===== src/rtl/bp_pkg.sv =====
// Shared types and helpers for the gshare branch predictor.
// The 2-bit counter encoding matches the saturating taken/not-taken scale.
package bp_pkg;

  typedef enum logic [1:0] {
    SNT = 2'b00,
    WNT = 2'b01,
    WT  = 2'b10,
    ST  = 2'b11
  } ctr2_t;

  localparam ctr2_t PHT_RESET_VAL = WNT;

  function automatic ctr2_t sat_update(input ctr2_t c, input logic taken);
    logic [1:0] v;
    v = c;
    if (taken && v != 2'b11)
      v = v + 2'd1;
    else if (!taken && v != 2'b00)
      v = v - 2'd1;
    return ctr2_t'(v);
  endfunction

  function automatic int log2(input int n);
    int r;
    r = 0;
    while ((1 << r) < n)
      r++;
    return r;
  endfunction

endpackage


===== src/rtl/bp_btb.sv =====
// Direct-mapped tagged branch target buffer: combinational lookup,
// synchronous write, asynchronous clear of the valid bits.
module bp_btb
  import bp_pkg::*;
#(
  parameter int PC_W    = 32,
  parameter int ENTRIES = 16
) (
  input  logic            clk,
  input  logic            reset,
  input  logic [PC_W-1:0] rd_pc,
  output logic            hit,
  output logic [31:0]     rd_target,
  input  logic            wr_en,
  input  logic [PC_W-1:0] wr_pc,
  input  logic [31:0]     wr_target
);

  localparam int IDX_W = log2(ENTRIES);
  localparam int TAG_W = PC_W - IDX_W - 2;

  logic [ENTRIES-1:0] valid;
  logic [TAG_W-1:0]   tag_mem [ENTRIES];
  logic [31:0]        tgt_mem [ENTRIES];

  logic [IDX_W-1:0] rd_idx, wr_idx;
  logic [TAG_W-1:0] rd_tag, wr_tag;
  logic             unused_low_bits;

  assign rd_idx = rd_pc[IDX_W+1:2];
  assign rd_tag = rd_pc[PC_W-1:IDX_W+2];
  assign wr_idx = wr_pc[IDX_W+1:2];
  assign wr_tag = wr_pc[PC_W-1:IDX_W+2];
  assign unused_low_bits = ^{rd_pc[1:0], wr_pc[1:0]};

  assign hit       = valid[rd_idx] && (tag_mem[rd_idx] == rd_tag);
  assign rd_target = tgt_mem[rd_idx];

  always_ff @(posedge clk or negedge reset) begin
    if (!reset)
      valid <= '0;
    else if (wr_en)
      valid[wr_idx] <= 1'b1;
  end

  // Tag/target payload needs no reset: it is only observed through a valid hit.
  always_ff @(posedge clk) begin
    if (wr_en) begin
      tag_mem[wr_idx] <= wr_tag;
      tgt_mem[wr_idx] <= wr_target;
    end
  end

endmodule


===== src/rtl/gshare_predictor.sv =====
// Gshare direction predictor (PC xor speculative GHR into a 2-bit counter PHT)
// with a tagged BTB for targets and checkpoint-based GHR repair on mispredict.
module gshare_predictor
  import bp_pkg::*;
#(
  parameter int PC_W        = 32,
  parameter int HIST_W      = 6,
  parameter int PHT_ENTRIES = 64,
  parameter int BTB_ENTRIES = 16
) (
  input  logic              clk,
  input  logic              reset,
  input  logic              stall,
  input  logic              isBranchF,
  input  logic [PC_W-1:0]   pcF,
  output logic              prd,
  output logic [31:0]       prd_addr,
  output logic [HIST_W-1:0] prd_hist,
  input  logic              upd_valid,
  input  logic [PC_W-1:0]   upd_pc,
  input  logic [HIST_W-1:0] upd_hist,
  input  logic              upd_taken,
  input  logic [31:0]       upd_target,
  input  logic              upd_mispredict,
  output logic [31:0]       perf_branches,
  output logic [31:0]       perf_mispredicts
);

  localparam int PHT_IDX_W = log2(PHT_ENTRIES);

  logic [HIST_W-1:0]    ghr;
  ctr2_t                pht [PHT_ENTRIES];
  logic [PHT_IDX_W-1:0] pidx, uidx;
  ctr2_t                pht_rd;
  logic                 btb_hit;
  logic [31:0]          btb_target;
  logic                 recover;

  assign pidx    = pcF[PHT_IDX_W+1:2] ^ PHT_IDX_W'(ghr);
  assign uidx    = upd_pc[PHT_IDX_W+1:2] ^ PHT_IDX_W'(upd_hist);
  assign pht_rd  = pht[pidx];
  assign recover = upd_valid && upd_mispredict;

  assign prd      = isBranchF && btb_hit && pht_rd[1];
  assign prd_addr = prd ? btb_target : 32'd0;
  assign prd_hist = ghr;

  bp_btb #(
    .PC_W    (PC_W),
    .ENTRIES (BTB_ENTRIES)
  ) u_btb (
    .clk       (clk),
    .reset     (reset),
    .rd_pc     (pcF),
    .hit       (btb_hit),
    .rd_target (btb_target),
    .wr_en     (!stall && upd_valid && upd_taken),
    .wr_pc     (upd_pc),
    .wr_target (upd_target)
  );

  // Truncating casts keep the newest HIST_W bits, which also covers HIST_W=1.
  always_ff @(posedge clk or negedge reset) begin
    if (!reset)
      ghr <= '0;
    else if (!stall) begin
      if (recover)
        ghr <= HIST_W'({upd_hist, upd_taken});
      else if (isBranchF)
        ghr <= HIST_W'({ghr, prd});
    end
  end

  always_ff @(posedge clk or negedge reset) begin
    if (!reset) begin
      for (int i = 0; i < PHT_ENTRIES; i++)
        pht[i] <= PHT_RESET_VAL;
    end else if (!stall && upd_valid) begin
      pht[uidx] <= sat_update(pht[uidx], upd_taken);
    end
  end

  always_ff @(posedge clk or negedge reset) begin
    if (!reset) begin
      perf_branches    <= '0;
      perf_mispredicts <= '0;
    end else if (!stall && upd_valid) begin
      perf_branches <= perf_branches + 32'd1;
      if (upd_mispredict)
        perf_mispredicts <= perf_mispredicts + 32'd1;
    end
  end

endmodule


===== config.mk =====
export PLATFORM = sky130hd
export DESIGN_NAME = gshare_predictor
export DESIGN_NICKNAME = d
export VERILOG_FILES = /design/src/rtl/bp_pkg.sv /design/src/rtl/bp_btb.sv /design/src/rtl/gshare_predictor.sv
export SDC_FILE = /design/constraint.sdc
export NUM_CORES = 1
export LEC_CHECK = 0
export ABC_CLOCK_PERIOD_IN_PS = 5300
export BUFFER_PORTS_ARGS = -buffer_cell sky130_fd_sc_hd__buf_2
export CAP_MARGIN = 20
export CORE_MARGIN = 2
export CORE_UTILIZATION = 30
export DETAILED_ROUTE_END_ITERATION = 16
export GPL_TIMING_DRIVEN = 0
export SETUP_SLACK_MARGIN = 0.5
export SKIP_LAST_GASP = 1
export SLEW_MARGIN = 20
export SYNTH_ARGS = -nofsm -noshare
export SYNTH_HDL_FRONTEND = slang
export SYNTH_SLANG_ARGS = --single-unit

===== constraint.sdc =====
create_clock -name clk -period 5.3 [get_ports clk]
set_input_delay 0.265 -clock clk [delete_from_list [all_inputs] [get_ports clk]]
set_output_delay 0.265 -clock clk [all_outputs]
set_load 0.01 [all_outputs]

==> flow_summary.yaml, run 1 <==
run_status:
  status: "completed"
clock_network:
  numCtsBuffers: 113
  clockBufferDepth: 3
  h-tree-depth: 3
  clk_latency_ps: 740
  clock-sinks: 1142
  clk_pin_slew_worst_paths_ps: 60
  cts_root_buf: "clkbuf_16"
  cts_tree: "done"
setup_path:
  rr_worst_depth: 13
  cp_top_family: "simple AND/OR/NAND/NOR gates"
  cp_slowest_stage_delay_ps: 560
  crit_chain: "mux2_2 > o22ai_1 > nor3_1 > nor3b_1 > o2111ai_1 > or4_1 > or4_1 > buf_4 > buf_6 > nor2b_1 > buf_2"
  worstPathArrival_ps: 4440
  cp.required_ps: 5040
  start_kind: "flip-flop"
  crit_slowest_cell: "or4_1"
  path_buf_inv: 3
  critPathKind: "flip-flop to primary output"
  rr_startpoint: "pht[7]"
  rr_endpoint: "pht[89]"
  r2r_slack_ps: 1230
  cp-end-kind: "primary output"
  cp_common_cell: "or4_1"
  crit_path_max_fanout: 10
sta:
  maxSlewViolCount: 0
  finalSetupViolCount: 0
  min_period_over_period: 0.888
  grt_setup_unrepaired: "no"
  clock.fmax_mhz: 213
  worst_pin_slew_ps: 1050
  fin_crit_ps: 4710
  relSlewSlack: 0.300
  hold_viol: 0
  fin_worst_skew_ps: 57.3
global_routing:
  gr-total-overflow: 0
  antenna_found_initial: 39
  grt.total_usage: 0.165
  grt_pass1_vias: 26500
  grt_pass1_wl_um: 189000
  grt_max_degree: 87
worst_hold_path:
  worstHoldEndpoint: "perf_mispredicts[0]"
  min_path_cells: 4
  hp-class: "primary input to flip-flop"
  min_from: "upd_mispredict"
place:
  dp_hpwl_um: 90100
  gp_congestion: 0.968
  port_buffers: 202
  placed_area_um2: 51700
  dp_cells: 4839
final_layout:
  fillers: 14100
  layout.cells.non_filler: 5123
  syn2layout_area_growth_pct: 21.9
  layout.nets: 3105
  final_area_um2: 56200
  drive_above_1_share: 0.314
  final_core_util: 0.369
route:
  dr.first_iter.drc_count: 2778
  drt_pre_antenna_iters: 6
  avgViaCountPerCell: 5.13
  vias: 26300
  antenna_left: 0
  post_drt_wl_per_cell_um: 25.6
  drt_wl_total_um: 131000
  remaining_drc_errors: 0
die:
  die_h_um: 396
  boundaryPins: 212
  coreArea_um2: 152000
  fp-row-count: 143
  fp.dieW_um: 396
  dieArea_um2: 157000
  initial_utilization: 0.303
synthesis:
  synth_top_flop_cell: "edfxtp_1"
  syn-cell-area_um2: 46200
  synth_cells: 2523
  yosysSeqAreaShare: 0.722
  yosys_warnings: 0
  syn_area_per_cell_um2: 18.3
  synth-edff-count: 928
  synth.distinct_cells: 64
  synth_seq_cells: 1142
  async_reset_ff_frac: 0.187
  synth_nets: 2636
power_and_ir_drop:
  power_mw: 20.3
  p_per_area_nw_per_um2: 362
  p_leak_nw: 19.2
  ir_drop_mv: 0.281
job:
  maxCapViolations: 0
-- cell families after synthesis --
| kind of cell | after synthesis | synth area share |
|---|---|---|
| flops | 1142 | 0.722 |
| simple gates | 534 | 0.0555 |
| compound gates | 239 | 0.0327 |
| mux | 371 | 0.155 |
| xor+xnor | 113 | 0.0214 |
| buf+inv | 120 | 0.0124 |
| fa+ha+maj | 4 | 0.00108 |
-- per-layer routing --
| layer | global-route usage | wire, um | share of wire | vias up |
|---|---|---|---|---|
| met5 | 0 | 262 | 0.0020 | - |
| met4 | 0.0407 | 3250 | 0.025 | 42 |
| met3 | 0.0484 | 12500 | 0.095 | 283 |
| met2 | 0.263 | 61800 | 0.47 | 1205 |
| met1 | 0.222 | 53400 | 0.41 | 13700 |
| li1 | - | - | - | 11000 |
-- layout by cell type, fill, tap and decap left out, types with 8 or more instances in the layout --
cell type      instances
edfxtp_1             928
mux4_2               270
buf_2                226
nand2_1              190
dfrtp_1              150
nor2_1               115
clkbuf_16            113
o21ai_0               76
xnor2_1               75
dlygate4sd3_1         67
dfstp_2               64
mux2i_1               63
clkbuf_1              60
a21oi_1               41
a22oi_1               40
nand3_1               39
buf_16                39
mux2_2                36
o22ai_1               34
xor2_1                31
clkbuf_2              21
nand4_1               20
buf_8                 20
nor4_1                19
nor2b_2               19
clkinv_1              19
clkinv_2              19
nor3_1                18
buf_6                 17
or2_2                 17
nor2b_1               17
buf_12                16
buf_4                 14
inv_1                 12
nor2_4                12
and3_1                11
bufinv_16             10
nand2b_1               9
diode_2                8
-- flip-flops by register name, summed over array words and instances (netlist names) --
register	flops
prd_hist	6
u_btb.tgt_mem	512
pht	128
perf_branches	32
perf_mispredicts	32
u_btb.valid	16
u_btb.tag_mem	416
-- worst max-delay path by stage --
stage / to / start / slack [ps] / cells past startpoint
5_1_grt: prd_addr[17] / pcF[2] / 510 / 16
3_3_place_gp: u_btb.valid[14] / upd_valid / -3810 / 7
4_1_cts: prd_addr[4] / u_btb.tag_mem[7][13] / 510 / 10
6_report: prd_addr[17] / u_btb.tag_mem[15][20] / 590 / 11
2_1_floorplan: u_btb.tag_mem[15][0] / upd_valid / 1230 / 5
3_5_place_dp: prd_addr[30] / pcF[4] / -660 / 12
-- final cells by class --
| type | count | area [um^2] | share of cell area |
|---|---|---|---|
| timing repair buffer | 354 | 3480 | 0.0619 |
| sequential | 1142 | 33300 | 0.592 |
| tap | 2030 | 2540 | 0.0452 |
| clock inverter | 64 | 716 | 0.0127 |
| antenna | 8 | 20.0 | 0.000356 |
| clock buffer | 144 | 2960 | 0.0527 |
| buffer | 106 | 621 | 0.0110 |
| multi-input combinational | 1261 | 12500 | 0.223 |
| inverter | 14 | 52.6 | 0.000934 |
-- what timing repair did --
item                                    CTS  global route
endpoints found under the hold margin  1008             0
setup buffers                             0             0
hold buffers                             67             0
setup endpoints to repair                35            80
gates resized for setup                  39            20
pin swaps                                 0             1
-- through the flow --
step | worst slack [ps] | hold slack [ps] | TNS (ps)
floorplan | 1230 | -30.6 | 0
global placement | -3810 | 446 | -2753880
detailed placement | -659 | 294 | -21830
CTS | 509 | 20.1 | 0
global route | 515 | 107 | 0
finish | 594 | 68.8 | 0
-- power breakdown --
| group | leakage, nW | switching (mW) | internal, mW | total, mW |
|---|---|---|---|---|
| Combinational | 6.46 | 1.17 | 0.778 | 1.95 |
| Sequential | 11.0 | 0.265 | 10.1 | 10.4 |
| Clock | 1.77 | 3.53 | 4.47 | 8.01 |
-- worst min-delay path, delay by kind of cell --
kind | cells | cell delay, ps
XOR/XNOR | 1 | 130
buffers and inverters | 1 | 110
AND/OR/NAND/NOR | 2 | 250
-- cells in the mapped netlist (all sizes together), types with 21 or more instances --
master,n,area share
a21oi,41,0.0044
a22oi,40,0.0065
buf,56,0.0072
clkbuf,50,0.0041
dfrtp,150,0.081
dfstp,64,0.036
edfxtp,928,0.60
mux2,36,0.0088
mux2i,63,0.014
mux4,272,0.13
nand2,190,0.015
nand3,39,0.0042
nor2,127,0.010
nor2b,39,0.0063
nor3,29,0.0031
nor4,21,0.0030
o21ai,81,0.0088
o22ai,34,0.0046
xnor2,78,0.015
xor2,35,0.0066
Note: power is estimated with default switching activity, not from simulation.
==> run 2, diff against run 1 <==
- SYNTH_HIERARCHICAL: default -> 1
==> run 2 against run 1 <==
Highest routed layer unchanged. Clock power up 0.7%. Combinational power down 5%. Register-to-register slack better by 300 ps.
==> flow_summary.yaml, run 2 <==
sta:
  fin_crit_ps: 5060
  grt_setup_unrepaired: "yes"
  hold_viol: 0
  maxSlewViolCount: 0
  clock.fmax_mhz: 198
  setup_slack_ps: 245
  relSlewSlack: 0.220
  finalSetupViolCount: 0
  fin_worst_skew_ps: 38.3
  min_period_over_period: 0.954
  worst_pin_slew_ps: 1170
die:
  coreArea_um2: 152000
  fp.dieW_um: 395
  boundaryPins: 212
  fp-row-count: 143
  initial_utilization: 0.302
  dieArea_um2: 156000
  die_h_um: 395
final_layout:
  final_common_cell: "edfxtp_1"
  top_register: "u_btb/tgt_mem"
  final_core_util: 0.369
  fillers: 13900
  top_regs: "u_btb/tgt_mem (512), u_btb/tag_mem (416), pht (128)"
  layout.nets: 3045
  layout_common_cells: "edfxtp_1, mux4_2, nand2_1"
  largest_register_ffs: 512
  drive_above_1_share: 0.313
  syn2layout_area_growth_pct: 22.2
power_and_ir_drop:
  p_sw_frac: 0.237
  p_leak_nw: 19.1
  p_per_area_nw_per_um2: 362
  ir_drop_mv: 0.291
  power.switching_mw: 4.80
  p_int_mw: 15.5
  clock_power_share: 0.398
  sequentialPowerShare: 0.511
  p_comb_frac: 0.091
clock_network:
  cts_root_buf: "clkbuf_16"
  clk_latency_ps: 740
  cts_tree: "done"
  h-tree-depth: 3
  clock-sinks: 1142
  clk_pin_slew_worst_paths_ps: 70
  clockBufferDepth: 3
  numCtsBuffers: 113
route:
  wl_met1_um: 51400
  remaining_drc_errors: 0
  highest_layer: "met5"
  vias: 25300
  dr.first_iter.drc_count: 2567
  antenna_left: 0
  met3_length_um: 9250
  avgViaCountPerCell: 5.00
  drt_pre_antenna_iters: 6
  post_drt_wl_per_cell_um: 24.3
  drt_wl_total_um: 123000
  wl_met2_um: 59400
place:
  port_buffers: 207
  gp_congestion: 0.869
  dp_hpwl_um: 83000
  place_ws_ps: -1550
synthesis:
  synth-edff-count: 928
  synth.distinct_cells: 64
  synth.top_cells.by_count: "edfxtp_1, mux4_2, nand2_1"
  synth_top_area_frac: 0.608
  synth_top_flop_cell: "edfxtp_1"
  synth_seq_cells: 1142
  synth_cells: 2460
  syn_area_per_cell_um2: 18.6
  syn-cell-area_um2: 45800
  async_reset_ff_frac: 0.187
  synth_area_leaders: "edfxtp_1, mux4_2, dfrtp_1"
  yosys.area.top_type: "edfxtp_1"
  yosysSeqAreaShare: 0.726
  synth_nets: 2573
  synth.most_common_cell: "edfxtp_1"
  yosys_warnings: 6
setup_path:
  worstPathArrival_ps: 4790
  crit_path_max_fanout: 11
  cp-end-kind: "primary output"
  critPathKind: "flip-flop to primary output"
  rr_worst_depth: 11
  cp.required_ps: 5040
  start_kind: "flip-flop"
run_status:
  status: "completed"
global_routing:
  antenna_found_initial: 28
  grt_pass1_wl_um: 180000
  grt.total_usage: 0.156
  grt_max_degree: 96
  grt_pass1_vias: 25700
  gr-total-overflow: 0
worst_hold_path:
  hp-class: "primary input to asynchronous set/reset pin"
job:
  maxCapViolations: 0
## run 2: cell families (layout without fill, tap and decap cells)
group           count (synthesis)  in the layout  synth area share
flops                        1142           1142             0.726
xor+xnor                      114            114            0.0221
simple gates                  490            490            0.0498
fa+ha+maj                       4              4           0.00109
mux                           332            332             0.151
compound gates                266            266            0.0360
buf+inv                       112            675            0.0136
other cells                     0              8                 0
## run 2: power groups by stage
stage / combinational, mW / sequential [mW] / clock, mW
final: 1.85 / 10.4 / 8.07
after global routing: 2.02 / 10.4 / 8.60
after CTS: 1.85 / 10.4 / 8.24
after detailed placement: 1.79 / 10.5 / 0
after global placement: 1.72 / 10.5 / 0
after floorplan: 1.07 / 10.5 / 0
## run 2: layout make-up
type,count,area (um^2),area share
antenna,8,20.0,0.000357
inverter,15,56.3,0.00100
clock buffer,137,2960,0.0528
sequential,1142,33300,0.594
tap,2030,2540,0.0453
clock inverter,69,774,0.0138
multi-input combinational,1206,12200,0.218
timing repair buffer,357,3510,0.0626
buffer,97,672,0.0120
## run 2: final timing paths
| path | slack (ps) | from | endpoint |
|---|---|---|---|
| setup / recovery | 240 | u_btb/tag_mem[6][3] | prd_addr[29] |
| max in group asynchronous | 4040 | reset | pht[34] |
| setup reg to reg | 1530 | u_btb/tag_mem[6][3] | prd_hist[0] |
| hold reg to reg | 460 | pht[20] | pht[20] |
| min in group clk | 60 | upd_valid | prd_hist[0] |
| hold / removal | 40 | reset | pht[91] |
## run 2: routing by layer
metal | track usage | vias up
met3 | 0.0290 | 199
met5 | 0 | -
met1 | 0.213 | 13300
li1 | - | 10800
met2 | 0.256 | 928
met4 | 0.0446 | 18
## run 2: worst max-delay path, stage by stage (launching register included)
cell       delay [ps]
edfxtp_1          360
mux4_2            490
mux4_2            510
xnor2_2           180
nand3_1           130
or4_4             600
a2111oi_4         520
o311ai_2          260
nor4_4            220
buf_6             170
buf_12            140
clkbuf_16         160
and2_4            170
buf_2             130
## run 2: timing repair
action,CTS,global route
resized for setup,48,16
cloned,0,0
buffers inserted,2,0
setup endpoints to repair,34,33
hold endpoints to repair,1057,0
pin swaps,7,6
hold buffers,67,0
## run 2: per-stage QoR
stage / hold slack, ps / total power [mW] / cell area, um^2 / TNS, ps / cells
finish: 43.8 / 20.3 / 56000 / 0 / 5061
global route: 53.6 / 21.0 / 56000 / 0 / 5053
detailed placement: 190 / 12.3 / 51400 / -39080 / 4777
floorplan: -30.6 / 11.5 / 45900 / 0 / 2460
global placement: 446 / 12.3 / 49400 / -2578120 / 4697
CTS: 2.11 / 20.4 / 55900 / 0 / 5052
